===== src/rtl/alu_op_sequencer.sv =====
// Four-cycle IDLE/READ/EXEC/WB sequencer driving an external combinational ALU and a sync-read register file.
// Optional: `define ALUSEQ_ILLEGAL_TRAP_EN makes an illegal opcode a sticky trap cleared only by reset_n.
module alu_op_sequencer #(
  parameter int DATA_W = 16,
  parameter int REG_AW = 4
) (
  input  logic              clk,
  input  logic              reset_n,
  input  logic              instr_valid,
  output logic              instr_ready,
  input  logic [15:0]       instr,
  output logic [REG_AW-1:0] rf_raddr_a,
  output logic [REG_AW-1:0] rf_raddr_b,
  input  logic [DATA_W-1:0] rf_rdata_a,
  input  logic [DATA_W-1:0] rf_rdata_b,
  output logic [DATA_W-1:0] alu_a,
  output logic [DATA_W-1:0] alu_b,
  output logic [7:0]        alu_opcode,
  output logic              alu_cin,
  input  logic [DATA_W-1:0] alu_c,
  input  logic [4:0]        alu_flags,
  output logic              rf_we,
  output logic [REG_AW-1:0] rf_waddr,
  output logic [DATA_W-1:0] rf_wdata,
  output logic [4:0]        psr,
  output logic              done,
  output logic              illegal
);

  typedef enum logic [1:0] {S_IDLE, S_READ, S_EXEC, S_WB} state_t;

  localparam int PSR_C = 3;

  state_t            r_state;
  state_t            w_next_state;
  logic [15:0]       r_instr;
  logic              r_legal;
  logic              r_wb_en;
  logic [DATA_W-1:0] r_alu_a;
  logic [DATA_W-1:0] r_alu_b;
  logic [4:0]        r_flags;
  logic [4:0]        r_psr;
  logic              r_rf_we;
  logic              r_done;
  logic              r_illegal;
  logic [REG_AW-1:0] r_rf_waddr;
  logic [DATA_W-1:0] r_rf_wdata;

  logic              w_trap;
  logic              w_accept;
  logic              w_legal;
  logic              w_is_imm;
  logic              w_is_cmp;
  logic [3:0]        w_op_hi;
  logic [3:0]        w_op_ext;
  logic [DATA_W-1:0] w_imm;
  logic [DATA_W-1:0] w_alu_b_sel;

  assign w_op_hi     = r_instr[15:12];
  assign w_op_ext    = r_instr[7:4];
  assign w_imm       = DATA_W'(r_instr[7:0]);
  assign w_alu_b_sel = w_is_imm ? w_imm : rf_rdata_b;

  // Opcode decode from the latched instruction.
  always_comb begin
    // NOTE: every always_comb output is defaulted first so no path can infer a latch.
    w_legal  = 1'b0;
    w_is_imm = 1'b0;
    w_is_cmp = 1'b0;
    case (w_op_hi)
      4'b0000: begin
        w_legal  = ((w_op_ext >= 4'd1) && (w_op_ext <= 4'd9)) ||
                   (w_op_ext == 4'd11) || (w_op_ext == 4'd15);
        w_is_cmp = (w_op_ext == 4'd11) || (w_op_ext == 4'd15);
      end
      4'b0101, 4'b0110, 4'b0111, 4'b1001: begin
        w_legal  = 1'b1;
        w_is_imm = 1'b1;
      end
      4'b1011: begin
        w_legal  = 1'b1;
        w_is_imm = 1'b1;
        w_is_cmp = 1'b1;
      end
      4'b1000: w_legal = w_op_ext inside {4'd0, 4'd1, 4'd4, 4'd8, 4'd9, 4'd10, 4'd11};
      default: ;
    endcase
  end

`ifdef ALUSEQ_ILLEGAL_TRAP_EN
  logic r_trap;

  always_ff @(posedge clk or negedge reset_n) begin
    if (!reset_n)                           r_trap <= 1'b0;
    else if (r_state == S_EXEC && !r_legal) r_trap <= 1'b1;
  end

  assign w_trap = r_trap;
`else
  assign w_trap = 1'b0;
`endif

  // NOTE: sequential state uses non-blocking assignments so every flop samples pre-edge values.
  always_ff @(posedge clk or negedge reset_n) begin
    if (!reset_n) r_state <= S_IDLE;
    else          r_state <= w_next_state;
  end

  always_comb begin
    w_next_state = r_state;
    case (r_state)
      S_IDLE:  if (w_accept) w_next_state = S_READ;
      S_READ:  w_next_state = S_EXEC;
      S_EXEC:  w_next_state = S_WB;
      S_WB:    w_next_state = S_IDLE;
      default: w_next_state = S_IDLE;
    endcase
  end

  // Operands pass straight through in EXEC and are held from the captured copy afterwards.
  always_comb begin
    instr_ready = 1'b0;
    alu_a       = r_alu_a;
    alu_b       = r_alu_b;
    case (r_state)
      S_IDLE: instr_ready = reset_n & ~w_trap;
      S_EXEC: begin
        alu_a = rf_rdata_a;
        alu_b = w_alu_b_sel;
      end
      default: ;
    endcase
  end

  assign w_accept = instr_valid & instr_ready;

  always_ff @(posedge clk or negedge reset_n) begin
    if (!reset_n) begin
      r_instr    <= '0;
      r_legal    <= 1'b0;
      r_wb_en    <= 1'b0;
      r_alu_a    <= '0;
      r_alu_b    <= '0;
      r_flags    <= '0;
      r_psr      <= '0;
      r_rf_we    <= 1'b0;
      r_done     <= 1'b0;
      r_illegal  <= 1'b0;
      r_rf_waddr <= '0;
      r_rf_wdata <= '0;
    end else begin
      r_rf_we   <= 1'b0;
      r_done    <= 1'b0;
      r_illegal <= 1'b0;
      case (r_state)
        S_IDLE: if (w_accept) r_instr <= instr;
        S_READ: begin
          r_legal <= w_legal;
          r_wb_en <= w_legal & ~w_is_cmp;
        end
        S_EXEC: begin
          r_alu_a    <= rf_rdata_a;
          r_alu_b    <= w_alu_b_sel;
          r_flags    <= alu_flags;
          r_rf_we    <= r_wb_en;
          r_rf_waddr <= REG_AW'(r_instr[11:8]);
          r_rf_wdata <= alu_c;
          r_done     <= 1'b1;
          r_illegal  <= ~r_legal;
        end
        S_WB: if (r_legal) r_psr <= r_flags;
        default: ;
      endcase
    end
  end

  assign rf_raddr_a = REG_AW'(r_instr[11:8]);
  assign rf_raddr_b = REG_AW'(r_instr[3:0]);
  assign alu_opcode = {w_op_hi, w_op_ext};
  assign alu_cin    = r_psr[PSR_C];
  assign rf_we      = r_rf_we;
  assign rf_waddr   = r_rf_waddr;
  assign rf_wdata   = r_rf_wdata;
  assign psr        = r_psr;
  assign done       = r_done;
  assign illegal    = r_illegal | w_trap;

endmodule

===== config.mk =====
export PLATFORM = sky130hd
export DESIGN_NAME = alu_op_sequencer
export DESIGN_NICKNAME = d
export VERILOG_FILES = /design/src/rtl/alu_op_sequencer.sv
export SDC_FILE = /design/constraint.sdc
export NUM_CORES = 1
export LEC_CHECK = 0
export ABC_AREA = 1
export ABC_CLOCK_PERIOD_IN_PS = 2200
export CAP_MARGIN = 20
export CELL_PAD_IN_SITES_DETAIL_PLACEMENT = 1
export CELL_PAD_IN_SITES_GLOBAL_PLACEMENT = 2
export CORE_MARGIN = 2
export CORE_UTILIZATION = 24
export CTS_CLUSTER_DIAMETER = 50
export CTS_CLUSTER_SIZE = 20
export DETAILED_ROUTE_END_ITERATION = 10
export GPL_ROUTABILITY_DRIVEN = 0
export PLACE_DENSITY = 0.77
export SYNTH_ARGS = -nofsm -noshare
export SYNTH_HDL_FRONTEND = slang
export SYNTH_SLANG_ARGS = --single-unit
export TNS_END_PERCENT = 50

===== constraint.sdc =====
create_clock -name clk -period 2.2 [get_ports clk]
set_clock_uncertainty 0.2 [all_clocks]
set_input_delay 0.44 -clock clk [delete_from_list [all_inputs] [get_ports clk]]
set_output_delay 0.44 -clock clk [all_outputs]
set_load 0.05 [all_outputs]

==> impl_metrics.tcl <==
set metrics [dict create \
    clock_latency_ps 340 \
    start_kind "flop" \
    result_of_the_run "complete, but fails checks" \
    synth_top_cell_by_area "sky130_fd_sc_hd__dfrtp_1" \
    h_tree_depth 3 \
    initialDrtViolationCount 74 \
    grt_antenna_before_repair 0 \
    num_rows 43 \
    worst_setup_path_end_kind "output port" \
    required_worst_endpoint_ps 1560 \
    setup_repair_after_global_routing_missed_its_margin "yes" \
    critPathMostFrequentCell "sky130_fd_sc_hd__a21oi_4" \
    critical_path_class "reg -> out" \
    finalNetCount 625 \
    die_y_um 124.3 \
    area_delta_synth_final_pct 89.63 \
    placement.cell_area_um2 5608 \
    hold_class "in -> async" \
    detail_route.wirelength_mm 11.57 \
    cp-startpoint "r_instr[14]" \
    first_pass_grt_wire_length_mm 18.66 \
    timing.max_slew.rel_slack_pct 62.28 \
    cts_num_sinks 85 \
    grt-ovfl-total 0 \
    viasPerCell 4.279 \
    cts_hold_buffers 0 \
    sequential_fraction_of_the_synthesis_area_pct 61.20 \
    portBuffers 149 \
    post_synth_net_total 444 \
    report.final.slew_viol_count 0 \
    dpl.cell_count 692 \
    final_core_util_pct 47.12 \
    crit_path_cell_trace "inv_4, nand3_4, nand2_8, buf_4, a21oi_4, a21oi_4, buf_12" \
    critPathMaxStageDelay_ps 420 \
    routed-via-count 3141 \
    diodes 0 \
    synth.cell_area_um2 3476 \
    cp_slowest_cell "sky130_fd_sc_hd__dfrtp_2" \
    grt_use_total_pct 15.29 \
    netlist_top_cells_area "sky130_fd_sc_hd__dfrtp_1 61%, sky130_fd_sc_hd__nand2_1 17%, sky130_fd_sc_hd__mux2_4 3.9%" \
    leading_cell_type_in_the_layout_fill_and_taps_excluded "sky130_fd_sc_hd__nand2_1" \
    worst-endpoint-arrival_ps 1670 \
    crit_path_max_fanout 7 \
    ctsRootBufferMaster "sky130_fd_sc_hd__clkbuf_16" \
    synth_seq_cells 85 \
    worstMarginPinSlew_ps 565.8 \
    final_min_period_over_clock_period_pct 104.8 \
    detail_route_antenna_nets 0 \
    clk_pin_slew_ps 60 \
    die_width_um 124.3 \
    mostFrequentLayoutCells "120 x sky130_fd_sc_hd__nand2_1, 88 x sky130_fd_sc_hd__clkdlybuf4s50_1, 81 x sky130_fd_sc_hd__dfrtp_1" \
    grt_max_degree 44 \
    yosysWarningCount 0 \
    share_of_final_layout_standard_cells_stronger_than_drive_strength_1_pct 34.66 \
    wire_per_inst_um 15.77 \
    cts_buffers 9 \
    finalSetupViolCount 32 \
    summed_area_of_non_filler_cells_in_the_final_layout_um2 6591 \
    cts_tree "done" \
    core_area_um2 13990 \
    setup_slack_ps -106.2 \
    max_frequency_mhz 433.6 \
    totalNegativeSetupSlack_ps -1851 \
    fin_crit_ps 2306 \
    synth.distinct_cells 20 \
    drcViolationCount 0 \
    dp_hpwl_mm 7.868 \
    synthDominantCellAreaShare_pct 61.20 \
    layoutNonFillerInstCount 734 \
    postSynthCellCount 368 \
    hold_viol 0 \
    failed_checks "negative setup slack" \
    syn_area_per_cell_um2 9.445 \
    grt_pass1_vias 3496 \
    clock_path_buffers 2 \
    boundaryPins 150 \
    timing.rr.start "r_state[0]" \
    max_cap_viols 0 \
    die_area_um2 15460 \
    drt_pre_antenna_iters 4 \
    initial_utilization_pct 24.85 \
]
## worst max-delay path, delay by kind of cell (launching register included)
kind                   cells  cell delay, ps
flip-flops                 1             420
buffers and inverters      3             390
AO/OA/AOI/OAI              2             240
AND/OR/NAND/NOR            2             250
## metal layers
metal	global-route usage, %	routed length (µm)	part of all wire (%)
met1	18.85	4932	43
met5	0	0	0
met3	3.436	530	4.6
met4	4.560	139	1.2
met2	26.65	5971	52
## Yosys cell counts
| master | n |
|---|---|
| sky130_fd_sc_hd__a21oi_2 | 4 |
| sky130_fd_sc_hd__a21oi_1 | 17 |
| sky130_fd_sc_hd__nor2_2 | 1 |
| sky130_fd_sc_hd__o21ai_0 | 23 |
| sky130_fd_sc_hd__buf_6 | 2 |
| sky130_fd_sc_hd__ha_1 | 4 |
| sky130_fd_sc_hd__nand2_1 | 157 |
| sky130_fd_sc_hd__nand2_4 | 2 |
| sky130_fd_sc_hd__inv_2 | 4 |
| sky130_fd_sc_hd__mux2_4 | 9 |
| sky130_fd_sc_hd__nand3_1 | 5 |
| sky130_fd_sc_hd__nand2_2 | 1 |
| sky130_fd_sc_hd__nand3_2 | 1 |
| sky130_fd_sc_hd__buf_2 | 8 |
| sky130_fd_sc_hd__inv_1 | 14 |
| sky130_fd_sc_hd__dfrtp_1 | 85 |
| sky130_fd_sc_hd__buf_4 | 2 |
| sky130_fd_sc_hd__nor2_1 | 23 |
| sky130_fd_sc_hd__mux2_2 | 2 |
| sky130_fd_sc_hd__clkbuf_1 | 4 |
## kinds of logic after synthesis
family | share of synthesized area (%)
adder cells (fa/ha/maj) | 1.440
multiplexers | 4.536
flip-flops | 61.20
AO/OA/AOI/OAI | 6.767
buffers and inverters | 4.607
AND/OR/NAND/NOR | 21.45
## metrics by stage
step / hold slack, ps / worst slack, ps
after floorplan: -55.59 / 25.42
after global placement: 253.0 / 139.1
final: 9.812 / -106.2
after CTS: 29.54 / -118.1
after detailed placement: 259.6 / 57.66
after global routing: 51.63 / -178.9
## state kept, by name, summed over array words and instances, names as in the netlist
register and cells:
illegal 1, psr 5, r_legal 1, r_flags 5
rf_we 1, r_alu_a 16, rf_waddr 4, rf_wdata 16
r_state 2, r_alu_b 16, r_instr 16, r_wb_en 1
done 1
## final timing paths
path                               end  slack [ps]  depth (start not counted)
hold reg to reg            rf_waddr[1]         270                          2
max in group asynchronous  r_instr[12]         790                          3
setup / recovery              alu_b[7]        -110                          7
setup reg to reg            r_state[0]         220                         10
hold / removal              r_alu_b[3]          10                          2
min in group clk           rf_waddr[1]         270                          2
## layout make-up
| type | count | area (µm²) |
|---|---|---|
| Fill cell | 1517 | 7397 |
| Timing Repair Buffer | 186 | 2228 |
| Sequential cell | 85 | 2132 |
| Multi-Input combinational cell | 249 | 1623 |
| Clock buffer | 13 | 280.3 |
| Tap cell | 180 | 225.2 |
| Inverter | 18 | 85.08 |
| Clock inverter | 3 | 17.52 |
## what timing repair did
action | CTS | global route
endpoints found under the setup margin | 34 | 41
setup buffers | 20 | 4
endpoints found under the hold margin | 0 | 0
pin swaps | 33 | 9
cloned | 3 | 0
gates resized for setup | 96 | 24
Power is not shown: default switching activity piles up to over one toggle a cycle in this logic, so the estimate is an artifact.
